$ cat src/rtl/wb_writer.sv
// wb_writer: writeback stage driving the register-file write port (A3/WE3/WD3).
// ALU and PC+4 results are written one cycle after acceptance; loads park in
// WAIT_LOAD until the memory returns data. rd=0 and reserved sources retire
// without writing. retire_count tracks every retired instruction.
// Optional build macro WB_WRITER_FWD_EN adds fwd_valid/fwd_rd/fwd_data outputs
// that mirror the write port for decode-stage bypass.
module wb_writer #(
  parameter int ADDR_WIDTH = 5,
  parameter int DATA_WIDTH = 32
) (
  input  logic                  clk,
  input  logic                  rst,
  input  logic                  valid_i,
  output logic                  ready_o,
  input  logic                  reg_write_i,
  input  logic [ADDR_WIDTH-1:0] rd_i,
  input  logic [1:0]            result_src_i,
  input  logic [DATA_WIDTH-1:0] alu_result_i,
  input  logic [DATA_WIDTH-1:0] pc_plus4_i,
  input  logic                  mem_rvalid_i,
  input  logic [DATA_WIDTH-1:0] mem_rdata_i,
  input  logic                  flush_i,
  output logic [ADDR_WIDTH-1:0] A3,
  output logic                  WE3,
  output logic [DATA_WIDTH-1:0] WD3,
`ifdef WB_WRITER_FWD_EN
  output logic                  fwd_valid,
  output logic [ADDR_WIDTH-1:0] fwd_rd,
  output logic [DATA_WIDTH-1:0] fwd_data,
`endif
  output logic [31:0]           retire_count
);

  typedef enum logic {
    IDLE      = 1'b0,
    WAIT_LOAD = 1'b1
  } state_t;

  localparam logic [1:0] SRC_ALU  = 2'b00;
  localparam logic [1:0] SRC_LOAD = 2'b01;
  localparam logic [1:0] SRC_PC4  = 2'b10;

  state_t                  state_reg, state_next;
  logic [ADDR_WIDTH-1:0]   rd_reg, rd_next;     // destination of the pending load
  logic                    rw_reg, rw_next;     // write enable of the pending load
  logic                    we_reg, we_next;
  logic [ADDR_WIDTH-1:0]   a3_reg, a3_next;
  logic [DATA_WIDTH-1:0]   wd_reg, wd_next;
  logic [31:0]             count_reg, count_next;

  // An instruction retiring this cycle, and what it would write.
  logic                    commit;
  logic                    commit_we;
  logic [ADDR_WIDTH-1:0]   commit_rd;
  logic [DATA_WIDTH-1:0]   commit_data;
  logic                    accept;

  // Next-state, handshake and retirement decode.
  always_comb begin
    state_next  = state_reg;
    rd_next     = rd_reg;
    rw_next     = rw_reg;
    we_next     = 1'b0;
    a3_next     = a3_reg;
    wd_next     = wd_reg;
    count_next  = count_reg;
    commit      = 1'b0;
    commit_we   = 1'b0;
    commit_rd   = rd_i;
    commit_data = alu_result_i;
    ready_o     = (state_reg == IDLE) && !flush_i;
    accept      = valid_i && ready_o;

    case (state_reg)
      IDLE: begin
        if (accept) begin
          case (result_src_i)
            SRC_LOAD: begin
              state_next = WAIT_LOAD;
              rd_next    = rd_i;
              rw_next    = reg_write_i;
            end
            SRC_ALU: begin
              commit      = 1'b1;
              commit_we   = reg_write_i;
              commit_data = alu_result_i;
            end
            SRC_PC4: begin
              commit      = 1'b1;
              commit_we   = reg_write_i;
              commit_data = pc_plus4_i;
            end
            default: begin
              // Reserved source: retires but never writes.
              commit    = 1'b1;
              commit_we = 1'b0;
            end
          endcase
        end
      end
      WAIT_LOAD: begin
        // Flush wins over load data arriving in the same cycle.
        if (flush_i) begin
          state_next = IDLE;
        end else if (mem_rvalid_i) begin
          state_next  = IDLE;
          commit      = 1'b1;
          commit_we   = rw_reg;
          commit_rd   = rd_reg;
          commit_data = mem_rdata_i;
        end
      end
      default: state_next = IDLE;
    endcase

    if (commit) begin
      count_next = count_reg + 32'd1;
      // x0 is hardwired; A3/WD3 only move when a real write happens.
      if (commit_we && (commit_rd != '0)) begin
        we_next = 1'b1;
        a3_next = commit_rd;
        wd_next = commit_data;
      end
    end
  end

  // FSM state and captured load destination.
  always_ff @(posedge clk or posedge rst) begin
    if (rst) begin
      state_reg <= IDLE;
      rd_reg    <= '0;
      rw_reg    <= 1'b0;
    end else begin
      state_reg <= state_next;
      rd_reg    <= rd_next;
      rw_reg    <= rw_next;
    end
  end

  // Registered write port and retirement counter.
  always_ff @(posedge clk or posedge rst) begin
    if (rst) begin
      we_reg    <= 1'b0;
      a3_reg    <= '0;
      wd_reg    <= '0;
      count_reg <= '0;
    end else begin
      we_reg    <= we_next;
      a3_reg    <= a3_next;
      wd_reg    <= wd_next;
      count_reg <= count_next;
    end
  end

  assign WE3          = we_reg;
  assign A3           = a3_reg;
  assign WD3          = wd_reg;
  assign retire_count = count_reg;

`ifdef WB_WRITER_FWD_EN
  assign fwd_valid = we_reg;
  assign fwd_rd    = a3_reg;
  assign fwd_data  = wd_reg;
`endif

endmodule

$ cat config.mk
export PLATFORM = sky130hd
export DESIGN_NAME = wb_writer
export DESIGN_NICKNAME = d
export VERILOG_FILES = /design/src/rtl/wb_writer.sv
export SDC_FILE = /design/constraint.sdc
export NUM_CORES = 1
export LEC_CHECK = 0
export CORE_MARGIN = 5
export CORE_UTILIZATION = 42
export DETAILED_ROUTE_END_ITERATION = 12
export PLACE_DENSITY = 0.81
export SLEW_MARGIN = 20
export SYNTH_ARGS = -nofsm -noshare
export SYNTH_HDL_FRONTEND = slang
export SYNTH_SLANG_ARGS = --single-unit
$ cat constraint.sdc
create_clock -name clk -period 2.84 [get_ports clk]
set_clock_uncertainty 0.1 [all_clocks]
set_input_delay 0.284 -clock clk [delete_from_list [all_inputs] [get_ports clk]]
set_output_delay 0.284 -clock clk [all_outputs]
set_load 0.05 [all_outputs]
---- After elaboration in Yosys (flattened, before gate mapping) ----
Cells that the tools add are included.
cells by class
  muxes and demuxes ....................... 25
  shifts and indexed selects .............. 0
  order comparisons ....................... 0
  bitwise gates (word level) .............. 1
  equality and inequality tests ........... 2
  add/subtract/negate cells ............... 1
  multiply operators ...................... 0
  reduce and logical (&&, ||, !) cells .... 9
  divide/modulo/power cells ............... 0
operator list
  operator               count
  $mux 32                4
  $pmux 32 s2            1
  $add 32x1->32 const B  1
  $mux 5                 3
  $mux 1                 14
  $pmux 1 s2             3
  $reduce_bool 5->1      1
  $logic_and 1x1->1      3
  $reduce_and 3->1       1
  $eq 2x1->1 const B     1
  $eq 2x2->1 const B     1
  $logic_not 2->1        1
  $reduce_and 2->1       1
  $reduce_or 2->1        1
  $logic_not 1->1        1
  $not 1->1              1
word-level totals
  register bits ........................... 77
  memories ................................ 0
  bits in latches ......................... 0
  RAM bits ................................ 0
  bits in read-only memories .............. 0

---- Longest topological paths before layout ----
  depth after elaboration ................. 8
  depth in mapped cells ................... 7
  depth with buffers taken out ............ 5

---- Worst setup path before layout ----
No wires, ideal clock.
  kind .................................... register -> register
  from .................................... register count_reg[3] (netlist: retire_count[3])
  to ...................................... register count_reg[25] (netlist: retire_count[25])
  arrival time ............................ 2.068 ns
  path buffers ............................ 1
  path slack .............................. 0.590 ns
  period minus slack after synthesis ...... 2.250 ns
  setup time .............................. 0.082 ns
  cell stages (with the launch flop) ...... 7
  cells stage by stage .................... dfrtp_1 and4_4 nand3b_1 or4_4 buf_6 nor3_2 xor2_1
on the way
  word-level cells in the longest chain between the ends .. 1
ends and longest elaborated chain
  what                    RTL line  text
  start, declared         49        logic [31:0] count_reg, count_next;
  start signal, assigned  151       count_reg <= count_next;
  $add 32x1->32           117       count_next = count_reg + 32'd1;
Every way passes these cells.
A chain may end at the register's enable or synchronous reset.

---- Worst setup path in the final report ----
  from .................................... register state_reg
  to ...................................... output port ready_o
on the way
  word-level cells in the longest chain between the ends .. 2
ends and longest elaborated chain
  what                        RTL line  text
  start, declared             43        state_t state_reg, state_next;
  start signal, assigned      134       state_reg <= state_next;
  $not 1->1 (no source line)  -
  $logic_and 1x1->1           71        ready_o = (state_reg == IDLE) && !flush_i;
  end, declared               14        output logic ready_o,
Every way passes these cells.

==> results.cfg <==
[routing]
ant_nets = 0
drt-total-wl_mm = 11.83
firstDrtPassIters = 4
drc = 0
num_vias = 3863
wl_per_cell_um = 16.43
avgViaCountPerCell = 5.365
drtIter0Drc = 176

[timing]
rsz0062_at_grt = no
fmax_mhz = 415.2
period_needed_ns = 2.409
slew_violations = 0
tightest_slew_ns = 0.7081
hold_viol_final = 0
tns_ns = 0
hold_ws_ns = 0.2683
slew_headroom = 0.5274
fin_crit_sh = 0.8481
setup_viol = 0

[clock_network]
cts_sinks = 77
cts-htree-levels = 3
cts_buffers = 9
cts_hold_buf = 0
clk_pin_slew_ns = 0.08
post_cts_resized = 0
cts_tree = built
postCtsSetupRepairBufs = 0
cts-root-buf = clkbuf_8
clkLatencyLatePin_ns = 0.33
clk_path_buf_depth = 2

[synthesis]
yosys.area.top_type = dfrtp_1
syn-num-nets = 543
syn_area_um2 = 3961
async_flop_share = 1.000
ys.flop_type = dfrtp_1
synth-edff-count = 0
postSynthCellCount = 433
synth_top_area_share = 0.4864
yosysSeqAreaShare = 0.4864
ys_types = 37
syn_area_per_cell_um2 = 9.148
synth-seq-cells = 77
yosysWarnings = 0
synth.area.top_cells = dfrtp_1 49%, nand2_1 11%, o221ai_1 7.1%

[place]
dpl.cell_count = 705
port_buffers = 179
globalplace.congestion = 0.8456
dp_hpwl_mm = 9.156

[cells_and_area]
layoutNonFillerInstCount = 720
diodes = 0
final_common_cell = clkdlybuf4s50_1
nNetsFinal = 715
drive_gt1_frac = 0.07389
syn_to_final_growth_pct = 53.13
final_cell_mix = 179 x clkdlybuf4s50_1, 114 x nand2_1, 77 x dfrtp_1
final_util = 0.6596

[global_routing]
grt_usage = 0.2054
antenna_found_initial = 0
grt_pass1_vias = 3905
grt_max_degree = 48
grt_pass1_wl_mm = 18.81
grt_overflow = 0

[setup_path]
rr_worst_depth = 5
end_kind = output pin
crit_fanout = 38
startpoint_type = register
crit_type = register to output pin
arrival_ns = 2.02
worst_ep_required_time_ns = 2.46

[die]
die_w_um = 107.1
die_y_um = 107.1
ios = 180
rows = 35
dieArea_um2 = 11470
core_um2 = 9196
start_util = 0.4307

[pwr]
finalPower_mw = 3.810
irDropWorstVdd_uv = 297.1
powerDensity_nw_per_um2 = 628.2
p_leak_nw = 2.572

[flow_run]
maxCapViolCount = 0

[worst_hold_path]
hold_class = input pin to asynchronous set/reset pin

[run_status]
outcome = finished, final reports clean
==> Yosys cell counts (3+ instances only) <==
cell,number
nand3_1,46
dfrtp_1,77
nor2b_1,3
clkbuf_1,20
o221ai_1,32
o21ai_1,11
nand4_1,7
xor2_1,15
mux2_2,7
buf_2,5
and3_1,5
nand2b_1,4
mux2i_1,5
o21ai_0,27
nor4_1,3
nor3_2,3
xnor2_1,16
nand2_1,114
nor2_1,10
==> cell families (layout without fill, tap and decap cells) <==
kind of cell / after synthesis / after routing / synth area share
buf+inv: 31 / 207 / 0.03474
xor+xnor: 31 / 31 / 0.06854
compound gates: 73 / 73 / 0.1273
simple gates: 208 / 208 / 0.2473
flops: 77 / 77 / 0.4864
fa+ha+maj: 1 / 1 / 0.003158
mux: 12 / 12 / 0.03253
==> layer usage <==
layer / GRT usage / routed length [µm] / vias to the layer above
li1: - / - / 1873
met1: 0.2414 / 4776 / 1823
met2: 0.3485 / 5809 / 157
met3: 0.06623 / 1084 / 10
met4: 0.07763 / 156 / 0
met5: 0 / 0 / -
==> cell type report <==
type	count	area, µm²
fillers	798	3131
flip-flops and latches	77	1927
multi-input cells	325	1918
repair buffers	190	1874
clock buffers	11	151.4
well taps	111	138.9
clock inverters	4	47.55
inverters	2	8.758
==> metrics by stage <==
step | instance area, µm² | setup WS [ns]
global route | 6066 | 0.3232
global placement | 5867 | 0.4580
floorplan | 3961 | 0.4893
detailed placement | 5867 | 0.3402
CTS | 6066 | 0.3960
finish | 6066 | 0.4314
==> report_power, final <==
part	total, mW	internal (mW)	switching, mW
clock	0.825	0.447	0.378
combinational	1.54	0.575	0.966
sequential	1.44	1.29	0.152
==> critical path: stages (launching register included) <==
cell	delay, ns
dfrtp_1	0.41
buf_4	0.27
nor2_1	0.18
clkdlybuf4s50_1	0.83
==> worst paths after layout <==
| kind | slack, ns | to | from |
|---|---|---|---|
| hold reg to reg | 0.38 | retire_count[31]$_DFFE_PP0P_ | retire_count[31]$_DFFE_PP0P_ |
| hold / removal | 0.27 | retire_count[27]$_DFFE_PP0P_ | rst |
| setup / recovery | 0.43 | ready_o | state_reg$_DFF_PP0_ |
| setup reg to reg | 0.60 | retire_count[25]$_DFFE_PP0P_ | state_reg$_DFF_PP0_ |
| min in group clk | 0.38 | retire_count[31]$_DFFE_PP0P_ | retire_count[31]$_DFFE_PP0P_ |
| max in group asynchronous | 1.62 | retire_count[20]$_DFFE_PP0P_ | rst |
Power figures use the tool's default switching activity.
